File: src/rtl/dmem_port_arbiter.sv
// Round-robin arbiter sharing the single-port data RAM between the CPU and the UART upload writer.
// Optional upload lock (CPU locked out during an upload session) is enabled by defining MEM_ARB_UPG_LOCK_EN.
module dmem_port_arbiter #(
    parameter int ADDR_W = 14,
    parameter int DATA_W = 32
) (
    input  logic              clock,
    input  logic              rst,
    input  logic              cpu_req,
    input  logic              cpu_we,
    input  logic [ADDR_W-1:0] cpu_adr,
    input  logic [DATA_W-1:0] cpu_wdata,
    output logic              cpu_gnt,
    output logic              cpu_stall,
    output logic              cpu_rvalid,
    output logic [DATA_W-1:0] cpu_rdata,
    input  logic              upg_req,
    input  logic              upg_we,
    input  logic [ADDR_W-1:0] upg_adr,
    input  logic [DATA_W-1:0] upg_wdata,
    output logic              upg_gnt,
    output logic              upg_rvalid,
    output logic [DATA_W-1:0] upg_rdata,
    input  logic              upg_lock,
    output logic              ram_en,
    output logic              ram_we,
    output logic [ADDR_W-1:0] ram_adr,
    output logic [DATA_W-1:0] ram_wdata,
    input  logic [DATA_W-1:0] ram_rdata
);

    typedef enum logic [1:0] {IDLE, GNT_CPU, GNT_UPG} state_t;
    localparam logic SEL_CPU = 1'b0;
    localparam logic SEL_UPG = 1'b1;

    state_t            state_q, state_d;
    logic              last_gnt_q, last_gnt_d;
    logic              cpu_gnt_q, cpu_gnt_d;
    logic              upg_gnt_q, upg_gnt_d;
    logic              cpu_rvalid_q, cpu_rvalid_d;
    logic              upg_rvalid_q, upg_rvalid_d;
    logic              ram_en_q, ram_en_d;
    logic              ram_we_q, ram_we_d;
    logic [ADDR_W-1:0] ram_adr_q, ram_adr_d;
    logic [DATA_W-1:0] ram_wdata_q, ram_wdata_d;

    logic lock_active;
    logic eff_last;
    logic cpu_pend, upg_pend, pick_cpu, pick_upg;

`ifdef MEM_ARB_UPG_LOCK_EN
    logic lock_q;
    assign lock_active = upg_lock;
    // On the falling edge of the lock the CPU is owed the next tie.
    assign eff_last    = (lock_q & ~upg_lock) ? SEL_UPG : last_gnt_q;
`else
    assign lock_active = 1'b0 & upg_lock;
    assign eff_last    = last_gnt_q;
`endif

    // The granted port's own req is stale during its grant cycle, so it is not a new request.
    assign cpu_pend = cpu_req & (state_q != GNT_CPU) & ~lock_active;
    assign upg_pend = upg_req & (state_q != GNT_UPG);
    assign pick_cpu = cpu_pend & (~upg_pend | (eff_last == SEL_UPG));
    assign pick_upg = upg_pend & ~pick_cpu;

    always_comb begin
        state_d      = IDLE;
        last_gnt_d   = eff_last;
        cpu_gnt_d    = 1'b0;
        upg_gnt_d    = 1'b0;
        ram_en_d     = 1'b0;
        ram_we_d     = 1'b0;
        ram_adr_d    = '0;
        ram_wdata_d  = '0;
        cpu_rvalid_d = (state_q == GNT_CPU) & ~ram_we_q;
        upg_rvalid_d = (state_q == GNT_UPG) & ~ram_we_q;
        if (pick_cpu) begin
            state_d     = GNT_CPU;
            last_gnt_d  = SEL_CPU;
            cpu_gnt_d   = 1'b1;
            ram_en_d    = 1'b1;
            ram_we_d    = cpu_we;
            ram_adr_d   = cpu_adr;
            ram_wdata_d = cpu_wdata;
        end else if (pick_upg) begin
            state_d     = GNT_UPG;
            last_gnt_d  = SEL_UPG;
            upg_gnt_d   = 1'b1;
            ram_en_d    = 1'b1;
            ram_we_d    = upg_we;
            ram_adr_d   = upg_adr;
            ram_wdata_d = upg_wdata;
        end
    end

    always_ff @(posedge clock) begin
        if (rst) begin
            state_q      <= IDLE;
            last_gnt_q   <= SEL_UPG;
            cpu_gnt_q    <= 1'b0;
            upg_gnt_q    <= 1'b0;
            cpu_rvalid_q <= 1'b0;
            upg_rvalid_q <= 1'b0;
            ram_en_q     <= 1'b0;
            ram_we_q     <= 1'b0;
            ram_adr_q    <= '0;
            ram_wdata_q  <= '0;
`ifdef MEM_ARB_UPG_LOCK_EN
            lock_q       <= 1'b0;
`endif
        end else begin
            state_q      <= state_d;
            last_gnt_q   <= last_gnt_d;
            cpu_gnt_q    <= cpu_gnt_d;
            upg_gnt_q    <= upg_gnt_d;
            cpu_rvalid_q <= cpu_rvalid_d;
            upg_rvalid_q <= upg_rvalid_d;
            ram_en_q     <= ram_en_d;
            ram_we_q     <= ram_we_d;
            ram_adr_q    <= ram_adr_d;
            ram_wdata_q  <= ram_wdata_d;
`ifdef MEM_ARB_UPG_LOCK_EN
            lock_q       <= upg_lock;
`endif
        end
    end

    assign cpu_gnt    = cpu_gnt_q;
    assign upg_gnt    = upg_gnt_q;
    assign cpu_stall  = cpu_req & ~cpu_gnt_q;
    assign cpu_rvalid = cpu_rvalid_q;
    assign upg_rvalid = upg_rvalid_q;
    assign cpu_rdata  = cpu_rvalid_q ? ram_rdata : '0;
    assign upg_rdata  = upg_rvalid_q ? ram_rdata : '0;
    assign ram_en     = ram_en_q;
    assign ram_we     = ram_we_q;
    assign ram_adr    = ram_adr_q;
    assign ram_wdata  = ram_wdata_q;

endmodule

File: config.mk
export PLATFORM = sky130hd
export DESIGN_NAME = dmem_port_arbiter
export DESIGN_NICKNAME = d
export VERILOG_FILES = /design/src/rtl/dmem_port_arbiter.sv
export SDC_FILE = /design/constraint.sdc
export NUM_CORES = 1
export LEC_CHECK = 0
export ABC_AREA = 1
export CAP_MARGIN = 0
export CORE_AREA = 5 5 93 95
export DETAILED_ROUTE_END_ITERATION = 8
export DIE_AREA = 0 0 98 100
export DONT_BUFFER_PORTS = 1
export GPL_ROUTABILITY_DRIVEN = 0
export PLACE_DENSITY = 0.49
export SLEW_MARGIN = 20
export SYNTH_ARGS = -nofsm -noshare
export SYNTH_HDL_FRONTEND = slang
export SYNTH_SLANG_ARGS = --single-unit
File: constraint.sdc
create_clock -name clock -period 1.36 [get_ports clock]
set_clock_uncertainty 0.15 [all_clocks]
set_input_delay 0.272 -clock clock [delete_from_list [all_inputs] [get_ports clock]]
set_output_delay 0.272 -clock clock [all_outputs]
set_load 0.05 [all_outputs]
==> run summary <==
Nets: 673
Final instance area: 0.00558 sq mm
CTS Sinks: 53
Comb power frac: 41.3%
Crit path launch type: flip-flop
Inserted Diodes: 0
TNS Setup: -17.36 ns
Drt via density: 5.11
F_max: 619 MHz
Layout cells sized above 1: 58.4%
Leak: 2.23 nW
Xor-xnor portion of the synthesized cell area: 0%
Worst-margin pin slew: 0.267 ns
Netlist cell types: 17
CTS Hold Bufs: 95
WP data arrival: 1.19 ns
Complex-gate fraction of the synthesized area: 0.410%
Post-route setup slack: -0.255 ns
Endpoints failing setup: 116
Top FF cell, synth: dfxtp_1
Initial Util: 31.9%
Largest net degree at the start of global routing: 40
DP HPWL: 6690 um
Core Area: 0.00765 sq mm
Area growth syn-to-layout: 128%
Total track usage: 20.3%
Synth area leaders: dfxtp_1, nand3_1, nand2_1, inv_1, buf_4
Final Hold Fails: 0
# Max-Cap Violations: 0
Routed vias: 3298
Clock share of power: 20.8%
Worst setup path class: flip-flop to primary output
Routed WL per cell: 21.6 um
H-tree depth: 2
Switching share of total power: 38.1%
Max incr delay on CP: 0.38 ns
Grt total ovfl: 0
1st-pass router iterations: 5
Starting DRT DRC Count: 174
Die Wd: 98 um
Antenna violations before repair: 0
IO Pins: 248
Netlist Area Pre-Place: 0.00244 sq mm
Root Driver: clkbuf_8
Crit path max fanout: 22
Largest buffer count on any clock path: 2
Crit path cell chain: buf_12 -> nand2_2 -> clkinvlp_4
Total power: 4.54 mW
Adder-cell share of the synthesized area: 0%
Status: finished with violations
Syn_area_per_cell: 6.65 sq um
Worst slack at placement: 0.00442 ns
Post-synth net total: 498
# DRC: 0
Port Buf Inserts: 0
RSZ-0062 raised after global routing: yes
Std-Cell Rows: 32
Remaining antenna violation count: 0
Max Slew Vio Count: 0
Global-route wire length before repair: 16000 um
Clk Latency, worst-skew pair: 0.31 ns
Int Power: 2.81 mW
Die area: 0.00980 sq mm
Final Cycle Share: 119%
Warnings from Yosys: 0
Failing checks: setup timing
Cell count after synthesis: 367
Worst-path cell with the longest stage delay: dfxtp_4
Seq cells post-synth: 53
Main combinational cell family by area after synthesis: simple AND/OR/NAND/NOR gates
Vias in the first global route: 3092
Clock slew at reported path FFs: 0.10 ns
Post-synthesis sequential area ratio: 43.4%
Async set-reset flop share out of synthesis: 0%
Multiplexer share of the synthesized area: 0%
Largest area contributor in the synthesized netlist: dfxtp_1
Simple-gate share of the synthesized area: 39.7%
Final Critical Period: 1.61 ns
Post-synth top area share: 43.4%
Total Routed Length: 14000 um
Relative slew slack: 82.2%
Hold Crit Class: input port to flip-flop
CP bufs+invs: 2
CP Capture Type: primary output
Height of the die: 100 um
NetSw: 1.73 mW
Number of CTS-inserted buffers: 5
Post-DP Area: 0.00333 sq mm
Pwr dens: 814 mW/mm^2
Top-count cell post-synth: nand2_1
Filler cells: 494
CTS tree: yes
Crit path max-delay family: buffers and inverters
CP required: 0.94 ns
Reg power frac: 37.8%
Post-synth EDFFs: 0
Commonest cells in the netlist: nand2_1, nand3_1, inv_1
Peak supply drop: 0.000681 V
==> power by group through the flow <==
stage / Combinational (mW) / Sequential, mW / Clock (mW)
6_report: 1.87 / 1.72 / 0.946
3_3_place_gp: 1.17 / 1.75 / 0
4_1_cts: 1.46 / 1.71 / 0.964
3_5_place_dp: 1.18 / 1.75 / 0
5_1_grt: 1.94 / 1.73 / 1.01
2_1_floorplan: 0.484 / 2.15 / 0
==> cell families (layout without fill, tap and decap cells) <==
group                  Yosys count  count (layout)
AOI/OAI and AO/OA                2               2
and+or+nand+nor                219             219
buffers and inverters           93             269
DFF                             53              53
==> final timing paths <==
kind,from,to,slack (ns),cells past startpoint
min reg2reg,ram_we,upg_rvalid,0.34,1
max,upg_rvalid,upg_rdata[7],-0.25,3
min,cpu_req,ram_en,0.004,2
max reg2reg,state_q[1],ram_wdata[4],-0.11,8
==> through the flow <==
stage,cells,util [%],hold WS [ns]
2_1_floorplan,367,-,0.189
3_3_place_gp,512,43.6,0.195
3_5_place_dp,512,43.6,0.195
4_1_cts,620,60.3,0.00926
5_1_grt,645,72.9,-0.00445
6_report,645,72.9,0.00401
==> cells in the final DEF, fill, tap and decap left out, drive strengths merged <==
cell	netlist	layout
and2	2	2
nand3b	1	1
nor3	2	2
a21oi	2	2
dfxtp	53	53
inv	67	8
clkbuf	11	20
dlygate4sd3	0	95
clkinvlp	0	60
nor2	3	3
buf	15	85
nand3	95	95
clkinv	0	1
nand2	116	116
==> per-layer routing <==
layer	GRT usage (%)	wire [um]	part of all wire, %	vias to the layer above
met5	0	0	0	-
met2	39.8	7330	53	246
met4	7.24	535	3.8	0
met1	18.8	4590	33	1538
met3	8.13	1500	11	46
li1	-	-	-	1468
==> cell type report <==
cell class | instances | area (sq um) | share of cell area [%]
flip-flops and latches | 53 | 1080 | 19.3
multi-input cells | 221 | 1580 | 28.4
repair buffers | 194 | 2210 | 39.7
inverters | 67 | 479 | 8.60
well taps | 102 | 128 | 2.29
clock inverters | 2 | 12.5 | 0.224
clock buffers | 6 | 82.6 | 1.48
==> registers in the layout, summed over array words and instances, names as in the netlist <==
signal,flops
cpu_rvalid,1
eff_last,1
ram_adr,14
ram_en,1
ram_wdata,32
ram_we,1
state_q,2
upg_rvalid,1
==> what timing repair did <==
action,in CTS,in global routing
gates cloned,1,21
endpoints found under the setup margin,87,113
endpoints found under the hold margin,51,1
pin swaps,2,63
resized for setup,70,103
setup buffers,4,4
No activity file was read; power rests on OpenSTA's default activity.
